## src/rtl/motion_event_uart_tx.sv

```systemverilog
// ============================================================================
// motion_event_uart_tx : turns motion-detector rising edges into 6-byte 8N1
// UART frames (A5, seq, count[23:0], xor checksum).   Rev 1.0
// ============================================================================
`default_nettype none

module motion_event_uart_tx #(
    parameter int BAUD_DIV = 868,
    parameter int CNT_W    = 17
) (
    input  logic             clk,
    input  logic             reset,
    input  logic             motion_detected,
    input  logic [CNT_W-1:0] diff_pixel_cnt,
    output logic             tx,
    output logic             busy,
    output logic [7:0]       event_seq,
    output logic [7:0]       drop_cnt
);

    localparam int             TW       = $clog2(BAUD_DIV);
    localparam logic [TW-1:0]  BIT_LAST = TW'(BAUD_DIV - 1);
    localparam logic [7:0]     HEADER   = 8'hA5;

    typedef enum logic [1:0] {
        S_IDLE  = 2'd0,
        S_START = 2'd1,
        S_DATA  = 2'd2,
        S_STOP  = 2'd3
    } state_t;

    state_t        state_q;
    logic [TW-1:0] timer_q;
    logic [2:0]    bit_idx_q;
    logic [2:0]    byte_idx_q;
    logic [23:0]   snapshot_q;
    logic [7:0]    seq_tx_q;
    logic          motion_q;
    logic          tx_q;
    logic          busy_q;
    logic [7:0]    event_seq_q;
    logic [7:0]    drop_cnt_q;

    logic          rise;
    logic          bit_end;
    logic [7:0]    checksum;
    logic [7:0]    cur_byte;

    assign rise     = motion_detected & ~motion_q;
    assign bit_end  = (timer_q == BIT_LAST);
    assign checksum = seq_tx_q ^ snapshot_q[23:16] ^ snapshot_q[15:8] ^ snapshot_q[7:0];

    always_comb begin
        cur_byte = checksum;
        case (byte_idx_q)
            3'd0:    cur_byte = HEADER;
            3'd1:    cur_byte = seq_tx_q;
            3'd2:    cur_byte = snapshot_q[23:16];
            3'd3:    cur_byte = snapshot_q[15:8];
            3'd4:    cur_byte = snapshot_q[7:0];
            default: cur_byte = checksum;
        endcase
    end

    always_ff @(posedge clk or negedge reset) begin
        if (!reset) begin
            state_q     <= S_IDLE;
            timer_q     <= '0;
            bit_idx_q   <= '0;
            byte_idx_q  <= '0;
            snapshot_q  <= '0;
            seq_tx_q    <= '0;
            motion_q    <= 1'b0;
            tx_q        <= 1'b1;
            busy_q      <= 1'b0;
            event_seq_q <= '0;
            drop_cnt_q  <= '0;
        end else begin
            motion_q <= motion_detected;

            case (state_q)
                S_IDLE: begin
                    timer_q <= '0;
                    if (rise) begin
                        snapshot_q <= 24'(diff_pixel_cnt);
                        seq_tx_q   <= event_seq_q + 8'd1;
                        byte_idx_q <= '0;
                        bit_idx_q  <= '0;
                        tx_q       <= 1'b0;
                        busy_q     <= 1'b1;
                        state_q    <= S_START;
                    end
                end
                S_START: begin
                    if (bit_end) begin
                        timer_q   <= '0;
                        bit_idx_q <= '0;
                        tx_q      <= cur_byte[0];
                        state_q   <= S_DATA;
                    end else begin
                        timer_q <= timer_q + 1'b1;
                    end
                end
                S_DATA: begin
                    if (bit_end) begin
                        timer_q <= '0;
                        if (bit_idx_q == 3'd7) begin
                            tx_q    <= 1'b1;
                            state_q <= S_STOP;
                        end else begin
                            bit_idx_q <= bit_idx_q + 3'd1;
                            tx_q      <= cur_byte[bit_idx_q + 3'd1];
                        end
                    end else begin
                        timer_q <= timer_q + 1'b1;
                    end
                end
                S_STOP: begin
                    if (bit_end) begin
                        timer_q <= '0;
                        if (byte_idx_q == 3'd5) begin
                            busy_q      <= 1'b0;
                            event_seq_q <= seq_tx_q;
                            state_q     <= S_IDLE;
                        end else begin
                            byte_idx_q <= byte_idx_q + 3'd1;
                            tx_q       <= 1'b0;
                            state_q    <= S_START;
                        end
                    end else begin
                        timer_q <= timer_q + 1'b1;
                    end
                end
                default: begin
                    state_q <= S_IDLE;
                    tx_q    <= 1'b1;
                    busy_q  <= 1'b0;
                end
            endcase

            // busy_q is still high on the STOP->IDLE edge, so a rise there is dropped
            if (rise && busy_q && (drop_cnt_q != 8'hFF)) begin
                drop_cnt_q <= drop_cnt_q + 8'd1;
            end
        end
    end

    assign tx        = tx_q;
    assign busy      = busy_q;
    assign event_seq = event_seq_q;
    assign drop_cnt  = drop_cnt_q;

endmodule

`default_nettype wire
```

## config.mk

```make
export PLATFORM = sky130hd
export DESIGN_NAME = motion_event_uart_tx
export DESIGN_NICKNAME = d
export VERILOG_FILES = /design/src/rtl/motion_event_uart_tx.sv
export SDC_FILE = /design/constraint.sdc
export NUM_CORES = 1
export LEC_CHECK = 0
export ABC_CLOCK_PERIOD_IN_PS = 5000
export CORE_ASPECT_RATIO = 1.2
export CORE_MARGIN = 3
export CORE_UTILIZATION = 31
export DETAILED_ROUTE_END_ITERATION = 12
export DONT_BUFFER_PORTS = 1
export MAX_ROUTING_LAYER = met4
export SLEW_MARGIN = 20
export SYNTH_ARGS = -nofsm -noshare
export SYNTH_HDL_FRONTEND = slang
export SYNTH_SLANG_ARGS = --single-unit
export TNS_END_PERCENT = 5
```

## constraint.sdc

```tcl
create_clock -name clk -period 5 [get_ports clk]
set_clock_uncertainty 0.15 [all_clocks]
set_input_delay 1 -clock clk [delete_from_list [all_inputs] [get_ports clk]]
set_output_delay 1 -clock clk [all_outputs]
set_load 0.01 [all_outputs]
```

# Yosys cells after proc, flatten, opt, wreduce, memory -nomap -nowiden

Index checks and enable logic that the tools add are counted.

Register bits after elaboration: 62
Input port bits: 20
Output and inout port bits: 18
Logic and storage cells: 86

Add/subtract/negate cells: 5
Magnitude comparators: 1
Equal/unequal tests: 19
Mux-type cells: 31
Bitwise gates (word level): 5
Reduce and logical (&&, ||, !) cells: 14

Operators by type and width:

| operator                                                               | count |
|---|---|
| 8-bit case mux with 5 select lines                                     | 1 |
| 10-bit case mux with 2 select lines                                    | 1 |
| 3-bit 2-to-1 mux                                                       | 6 |
| 8-bit by 1-bit adder with 8-bit output (second input constant)         | 2 |
| 2-bit inequality test (second input constant)                          | 8 |
| 8-bit bitwise XOR                                                      | 2 |
| 5-bit AND reduction                                                    | 3 |
| 1-bit 2-to-1 mux                                                       | 11 |
| 10-bit by 1-bit adder with 10-bit output (second input constant)       | 1 |
| 10-bit equality test (second input constant)                           | 1 |
| 10-bit 2-to-1 mux                                                      | 1 |
| 2-bit 2-to-1 mux                                                       | 5 |
| 3-bit equality test (second input constant)                            | 3 |
| 3-bit case mux with 3 select lines                                     | 1 |
| 8-bit inequality test (second input constant)                          | 1 |
| 2-bit case mux with 4 select lines                                     | 1 |
| 4-bit AND reduction                                                    | 2 |
| 8-bit by 1-bit bitwise XOR with 8-bit output                           | 1 |
| 3-bit by 1-bit adder with 3-bit output (second input constant)         | 2 |
| 3-bit by 2-bit equality test with 1-bit output (second input constant) | 2 |
| 3-bit case mux with 2 select lines                                     | 1 |
| 2-bit equality test (second input constant)                            | 2 |
| 3-bit by 4-bit < comparator with 1-bit output (second input constant)  | 1 |
| 1-bit case mux with 4 select lines                                     | 1 |
| other kinds (14)                                                       | 15 |

# Logic depth before layout (Yosys ltp)

Gate-level depths: netlist of run 1.

Depth in word-level cells: 9
Gate-level depth with buffers: 10
Depth with buffers taken out: 8

# Least setup slack after synthesis of run 1

No wires, ideal clock.

Kind: flip-flop to flip-flop
Start point: register byte_idx_q[1]
End point: register tx_q (netlist: tx)
Library setup time: 0.083 ns
Arrival: 2.383 ns
Setup slack: 2.384 ns
Cell stages (with the launch flop): 10
Path through: dfrtp_1 > inv_1 > ha_1 > buf_6 > or3_4 > a21oi_4 > mux2_1 > a2111oi_0 > a2bb2oi_1 > o21ai_1

Word-level cells in the longest chain between the ends: 7

RTL lines:

| item                                        | RTL line | text |
|---|---|---|
| from (decl)                                 | 35       | `logic [2:0] byte_idx_q;` |
| from (signal assigned)                      | 126      | `byte_idx_q <= byte_idx_q + 3'd1;` |
| 3-bit equality test (tied with other cells) | 55       | `case (byte_idx_q)` |
| 8-bit case mux with 5 select lines          | 55       |  |
| 1-bit binary-select mux with 3-bit select   | 112      | `tx_q <= cur_byte[bit_idx_q + 3'd1];` |
| 1-bit 2-to-1 mux (implied by the code)      | 112      |  |
| 1-bit 2-to-1 mux                            | 107      | `if (bit_idx_q == 3'd7) begin` |
| 1-bit 2-to-1 mux                            | 105      | `if (bit_end) begin` |
| 1-bit case mux with 4 select lines          | 81       | `case (state_q)` |
| to (signal assigned)                        | 98       | `tx_q <= cur_byte[0];` |
| to (signal assigned)                        | 112      |  |
| to (decl)                                   | 39       | `logic tx_q;` |

Parallel ways exist; a longest one is shown, timed or not. The select of a mux whose other input is x is not followed.
A chain may end at the register's enable or synchronous reset.

# Final worst setup path of run 1

Same ends and word-level chain as after synthesis.

==> flow_summary.toml, run 1 <==
[outcome]
run_status = "finished clean"

[sta]
fmax_ghz = 0.354
max_slew.worst_pin.slew_ns = 0.714
hold_violations = 0
setup-violations-final = 0
hold_ws_ns = 0.215
slew_violations = 0
fin_setup_tns_ns = 0
min_period_over_period_pct = 56.5
max_slew_margin_pct = 52.2
post-route-min-period_ns = 2.82
final_critical_path_setup_slack_ns = 2.18
grt_setup_unrepaired = "no"

[clock_network]
clk_pin_slew_ns = 0.06
clock_tree.htree_level_count = 3
post-cts-setup-buffers = 0
numCtsBuffers = 9
clock_latency_ns = 0.33
cts-root-buf = "clkbuf_16"
cts_hold_repair.buffers = 0
cts_tree = "built"
cts.sinks = 62
clock_tree.buffer_depth = 2
cts_resized = 0

[die]
die_h_um = 121
std_cell_rows = 41
coreArea_mm2 = 0.0106
die_area_mm2 = 0.0123
effective_utilization_at_floorplan_pct = 32.2
top_level_ports = 38
fp.dieW_um = 102

[power_and_ir_drop]
static-leakage-power_nw = 1.69
worst_ir_drop_vdd_uv = 290
power_mw = 1.92
power-per-cell-area_mw_per_mm2 = 494

[setup_path]
critical-path-max-stage-delay_ns = 0.44
critical_path_class = "reg -> reg"
critical_path_arrival_ns = 2.92
worst_r2r_startpoint = "byte_idx_q[1]$_DFFE_PN0P_"
critPathTopFamily = "compound AO/OA/AOI/OAI gates"
category_of_the_worst_setup_path_capture_point = "flip-flop"
worstPathRequired_ns = 5.10
crit_path_start_kind = "flip-flop"
r2r.worst_path.cells = 8
worstPathMaxFanout = 10
critical_path.reg2reg.endpoint = "tx$_DFFE_PN1P_"
timing.critical_path.to = "tx$_DFFE_PN1P_"
rrSetupSlack_ns = 2.18
crit_slowest_cell = "a2111oi_0"
crit_chain = "inv_1 > ha_1 > or3_4 > a21oi_4 > mux2_1 > a2111oi_0 > a2bb2oi_1 > o21ai_1"
crit_path_start = "byte_idx_q[1]$_DFFE_PN0P_"
cp_num_cells = 8
cp.buffers_inverters = 1

[synthesis]
postSynth.topFlopCell = "dfrtp_1"
synth_largest_type_area_fraction_pct = 44.6
synth.ff_latch_count = 62
mappedNetlistNets = 368
ys_seq_area_share_pct = 45.4
yosys-top-cells-area = "dfrtp_1 45%, mux2_2 9.5%, ha_1 5.5%"
post_synth_instance_area_mm2 = 0.00342
yosysUniqueCellTypes = 55
yosysWarnings = 0
gate_count_of_the_mapped_netlist = 333
synthDominantAreaCellType = "dfrtp_1"
synthesis.area_per_instance_um2 = 10.3
number_of_enable_type_register_cells_in_the_synthesized_netlist = 0
postSynth.asyncResetShare_pct = 100

[final_layout]
multi_input_area_mm2 = 0.00177
area.sequential_mm2 = 0.00155
antenna-diode-count = 0
finish.net_count = 368
final.fill_count = 1044
flow.area_growth_from_synthesis_pct = 13.4
drive_above_1_share_pct = 15.1

[grt]
initial_antenna_violation_count = 0
grt_remaining_overflow = 0
globalRouteTotalUtil_pct = 13.2
grt_pass1_wl_um = 12400
grt_pass1_vias = 2466
grt_max_degree = 63

[routing]
drt-wirelength-per-cell_um = 15.5
detail_route.drc_violations = 0
totalWireLength_um = 7260
avgViaCountPerCell = 5.15
drt_pass1_iterations = 4
drt-initial-drc-count = 116
final_antenna_net_count = 0
routed-via-count = 2406

[min_path]
worstHoldPathType = "in -> async"

[placed_design]
gp_congestion = 0.894
place.port_buffers = 0
place_ws_ns = 2.10
detailed_place_hpwl_um = 5380

[flow_run]
number_of_violations_of_the_max_capacitance_limit = 0
metal layers:
layer	global-route usage (%)	wire length, um
met5	-	0
met4	4.76	123
met3	3.34	320
met2	21.3	3630
met1	16.0	3180
cell usage in the layout, fill, tap and decap left out, drive strengths merged, types with 4 or more instances in the layout:
| master | netlist | routed |
|---|---|---|
| dfrtp | 61 | 61 |
| nand2 | 32 | 32 |
| mux2 | 31 | 31 |
| nor2 | 24 | 24 |
| o21ai | 22 | 22 |
| xnor2 | 18 | 18 |
| ha | 15 | 15 |
| nand3 | 14 | 14 |
| inv | 13 | 14 |
| xor2 | 13 | 13 |
| a21oi | 11 | 11 |
| clkbuf | 7 | 9 |
| nor3 | 8 | 8 |
| nand4 | 5 | 5 |
| a22o | 5 | 5 |
| and3 | 4 | 4 |
cell usage after synthesis, drive strengths merged (2+ instances only):
| library cell | n |
|---|---|
| xor2 | 13 |
| or3 | 2 |
| inv | 13 |
| o21ai | 22 |
| nor3 | 8 |
| a22o | 5 |
| and3 | 4 |
| xnor2 | 18 |
| a2111oi | 2 |
| o211ai | 3 |
| a21oi | 11 |
| dfrtp | 61 |
| ha | 15 |
| nand4 | 5 |
| a211oi | 3 |
| clkbuf | 7 |
| mux2i | 2 |
| buf | 4 |
| nand3 | 14 |
| a31oi | 2 |
| mux2 | 31 |
| a21o | 3 |
| o221ai | 2 |
| nor2 | 24 |
| o21bai | 2 |
| nand2b | 3 |
| nand2 | 32 |
| nor2b | 3 |
kinds of logic after synthesis:
family	synth area share (%)
mux	10.9
buf+inv	2.93
compound gates	13.5
flops	45.4
fa+ha+maj	5.49
simple gates	13.8
xor+xnor	7.94
how the worst min path moves through the flow:
| stage | from | to | slack (ns) | cells past startpoint |
|---|---|---|---|---|
| floorplan | bit_idx_q[1]$_DFFE_PN0P_ | bit_idx_q[1]$_DFFE_PN0P_ | 0.30 | 2 |
| global placement | bit_idx_q[1]$_DFFE_PN0P_ | bit_idx_q[1]$_DFFE_PN0P_ | 0.32 | 2 |
| detailed placement | bit_idx_q[1]$_DFFE_PN0P_ | bit_idx_q[1]$_DFFE_PN0P_ | 0.33 | 2 |
| CTS | reset | drop_cnt[6]$_DFFE_PN0P_ | 0.20 | 0 |
| global route | reset | drop_cnt[5]$_DFFE_PN0P_ | 0.20 | 0 |
| finish | reset | drop_cnt[6]$_DFFE_PN0P_ | 0.21 | 0 |
report_power, final:
group          internal [mW]  switching (mW)
clock network          0.489           0.229
logic                  0.212           0.218
registers              0.627           0.143
total                   1.33           0.589
sequential cells by signal (all words and copies together), names as in the netlist:
name and flops:
timer_q 10, snapshot_q 17, byte_idx_q 3, drop_cnt 8, motion_q 1, busy 1, event_seq 8, state_q 2
bit_idx_q 3, tx 1, seq_tx_q 8
area by class of cell:
class                   count  area share [%]
multi-input cells         247            45.6
flip-flops and latches     62            40.0
clock buffers               9            5.81
well taps                 129            4.16
clock inverters             7            3.13
inverters                  13            1.26
through the flow:
step	instances	util [%]	cell area, um2
after floorplan	333	-	3420
after global placement	451	33.2	3530
after detailed placement	451	33.2	3530
after CTS	467	36.5	3880
after global routing	467	36.5	3880
final	467	36.5	3880
No activity file was read; power rests on OpenSTA's default activity.
==> run 2, diff against run 1 <==
--- a/config.mk
+++ b/config.mk
@@ -5,7 +5,7 @@
 export SDC_FILE = /design/constraint.sdc
 export NUM_CORES = 1
 export LEC_CHECK = 0
-export ABC_CLOCK_PERIOD_IN_PS = 5000
+export ABC_CLOCK_PERIOD_IN_PS = 2700
 export CORE_ASPECT_RATIO = 1.2
 export CORE_MARGIN = 3
 export CORE_UTILIZATION = 31
==> constraint.sdc (replaced) <==
create_clock -name clk -period 2.7 [get_ports clk]
set_clock_uncertainty 0.15 [all_clocks]
set_input_delay 0.54 -clock clk [delete_from_list [all_inputs] [get_ports clk]]
set_output_delay 0.54 -clock clk [all_outputs]
set_load 0.01 [all_outputs]
==> flow_summary.toml, run 2 (synthesized netlist as in run 1, its figures left out) <==
[outcome]
run_status = "finished clean"

[clock_network]
cts-root-buf = "clkbuf_16"
clock_tree.buffer_depth = 2
clock_latency_ns = 0.32
numCtsBuffers = 9
clk_pin_slew_ns = 0.05
clock_tree.htree_level_count = 3
cts.sinks = 62
cts_tree = "built"
post-cts-setup-buffers = 0

[routing]
routed-via-count = 2464
avgViaCountPerCell = 5.19
drt-wirelength-per-cell_um = 15.5
detail_route.drc_violations = 0
final_antenna_net_count = 0
drt-initial-drc-count = 78
drt_pass1_iterations = 4
totalWireLength_um = 7380

[sta]
post-route-min-period_ns = 2.55
slew_violations = 0
fmax_ghz = 0.393
setup-violations-final = 0
max_slew_margin_pct = 68.1
hold_violations = 0
min_period_over_period_pct = 94.3
fin_setup_tns_ns = 0
grt_setup_unrepaired = "no"
max_slew.worst_pin.slew_ns = 0.479

[die]
die_h_um = 121
effective_utilization_at_floorplan_pct = 32.2
die_area_mm2 = 0.0123
fp.dieW_um = 102
coreArea_mm2 = 0.0106
top_level_ports = 38
std_cell_rows = 41

[setup_path]
crit_path_start_kind = "flip-flop"
critPathTopFamily = "compound AO/OA/AOI/OAI gates"
crit_chain = "inv_1 > ha_1 > or3_4 > a21oi_4 > buf_4 > mux2_4 > a221o_1 > o2111ai_1 > o21ai_1"
crit_slowest_cell = "dfrtp_1"
critical_path.reg2reg.endpoint = "tx$_DFFE_PN1P_"
critical_path_arrival_ns = 2.64
worstPathRequired_ns = 2.79
worst_r2r_startpoint = "byte_idx_q[0]$_DFFE_PN0P_"
rrSetupSlack_ns = 0.15
category_of_the_worst_setup_path_capture_point = "flip-flop"
critical_path_class = "reg -> reg"
worstPathMaxFanout = 9
critical-path-max-stage-delay_ns = 0.39
r2r.worst_path.cells = 9
cp.buffers_inverters = 2

[grt]
grt.met2_usage_pct = 20.8
grt_pass1_vias = 2494
most_crowded_layer_gr = "met2"
grt_remaining_overflow = 0
initial_antenna_violation_count = 0
met3_usage_pct = 4.14
grt_pass1_wl_um = 12500
globalRouteTotalUtil_pct = 13.3
grt_max_degree = 63
grt_util_met1_pct = 15.9

[min_path]
worstHoldEndpoint = "motion_q$_DFF_PN0_"
hold_path_startpoint = "motion_detected"
holdPathStages = 0
worstHoldPathType = "in -> reg"

[power_and_ir_drop]
static-leakage-power_nw = 1.70
power_mw = 3.30
power-per-cell-area_mw_per_mm2 = 850
worst_ir_drop_vdd_uv = 280

[final_layout]
most-common-layout-cells = "61 x dfrtp_1, 32 x nand2_1, 29 x mux2_2"
largest-register = "snapshot_q"
antenna-diode-count = 0
biggestRegsByFlops = "snapshot_q x17, timer_q x10"
layout_commonest_cell = "dfrtp_1"
largest_register_ff_count = 17
finish.net_count = 376
drive_above_1_share_pct = 15.9
flow.area_growth_from_synthesis_pct = 13.5

[placed_design]
detailed_place_hpwl_um = 5430
gp_congestion = 0.836
place.port_buffers = 0

[flow_run]
number_of_violations_of_the_max_capacitance_limit = 0
[run 2: cell count changes in the layout (fill, tap and decap cells not counted), sizes merged]
cell	before	now
inv	14	13
buf	0	7
bufinv	3	0
clkbuf	9	12
clkinvlp	0	1
dlygate4sd3	0	1
[run 2: worst max path at each step]
stage,cells after the start,to,from,slack [ns]
2_1_floorplan,9,tx$_DFFE_PN1P_,byte_idx_q[1]$_DFFE_PN0P_,0.08
3_3_place_gp,7,tx$_DFFE_PN1P_,byte_idx_q[0]$_DFFE_PN0P_,0.22
3_5_place_dp,9,tx$_DFFE_PN1P_,byte_idx_q[0]$_DFFE_PN0P_,0.18
4_1_cts,9,tx$_DFFE_PN1P_,byte_idx_q[0]$_DFFE_PN0P_,0.16
5_1_grt,9,tx$_DFFE_PN1P_,byte_idx_q[0]$_DFFE_PN0P_,0.02
6_report,9,tx$_DFFE_PN1P_,byte_idx_q[0]$_DFFE_PN0P_,0.15
[run 2: timing repair]
action                    4_1_cts  5_1_grt
hold buffers                    2        0
hold endpoints to repair       62        0
resized for setup               0        0
[run 2: power breakdown]
group | internal (mW) | total, mW | switching [mW]
combinational | 0.400 | 0.837 | 0.437
clock | 0.640 | 1.03 | 0.389
sequential | 1.16 | 1.43 | 0.273
[run 2: layer usage]
| metal | vias to the layer above | wire, um | part of all wire, % |
|---|---|---|---|
| li1 | 1200 | - | - |
| met1 | 1196 | 3250 | 44 |
| met2 | 54 | 3590 | 49 |
| met3 | 14 | 328 | 4.4 |
| met4 | 0 | 208 | 2.8 |
| met5 | - | 0 | 0 |
[run 2: worst register-to-register path, cell delays in order, from the launching register on]
cell and delay (ns):
dfrtp_1 0.39, inv_1 0.10, ha_1 0.25, or3_4 0.37, a21oi_4 0.16, buf_4 0.20, mux2_4 0.31, a221o_1 0.34
o2111ai_1 0.10, o21ai_1 0.09
[run 2: stage by stage]
stage,cells,area [um2],utilization [%],hold WS (ns),setup WS (ns)
CTS,475,3880,36.6,0.0836,0.155
finish,475,3880,36.6,0.0932,0.155
global route,475,3880,36.6,0.0781,0.0245
floorplan,333,3420,-,0.0944,0.0840
global placement,457,3570,33.7,0.0963,0.221
detailed placement,457,3570,33.7,0.0960,0.175
[run 2: cell type report]
cell class	instances	area, um2
inverter	13	48.8
multi-input combinational	247	1770
fill	1066	6740
tap	129	161
timing repair buffer	8	82.6
sequential	62	1550
clock buffer	12	246
clock inverter	4	22.5
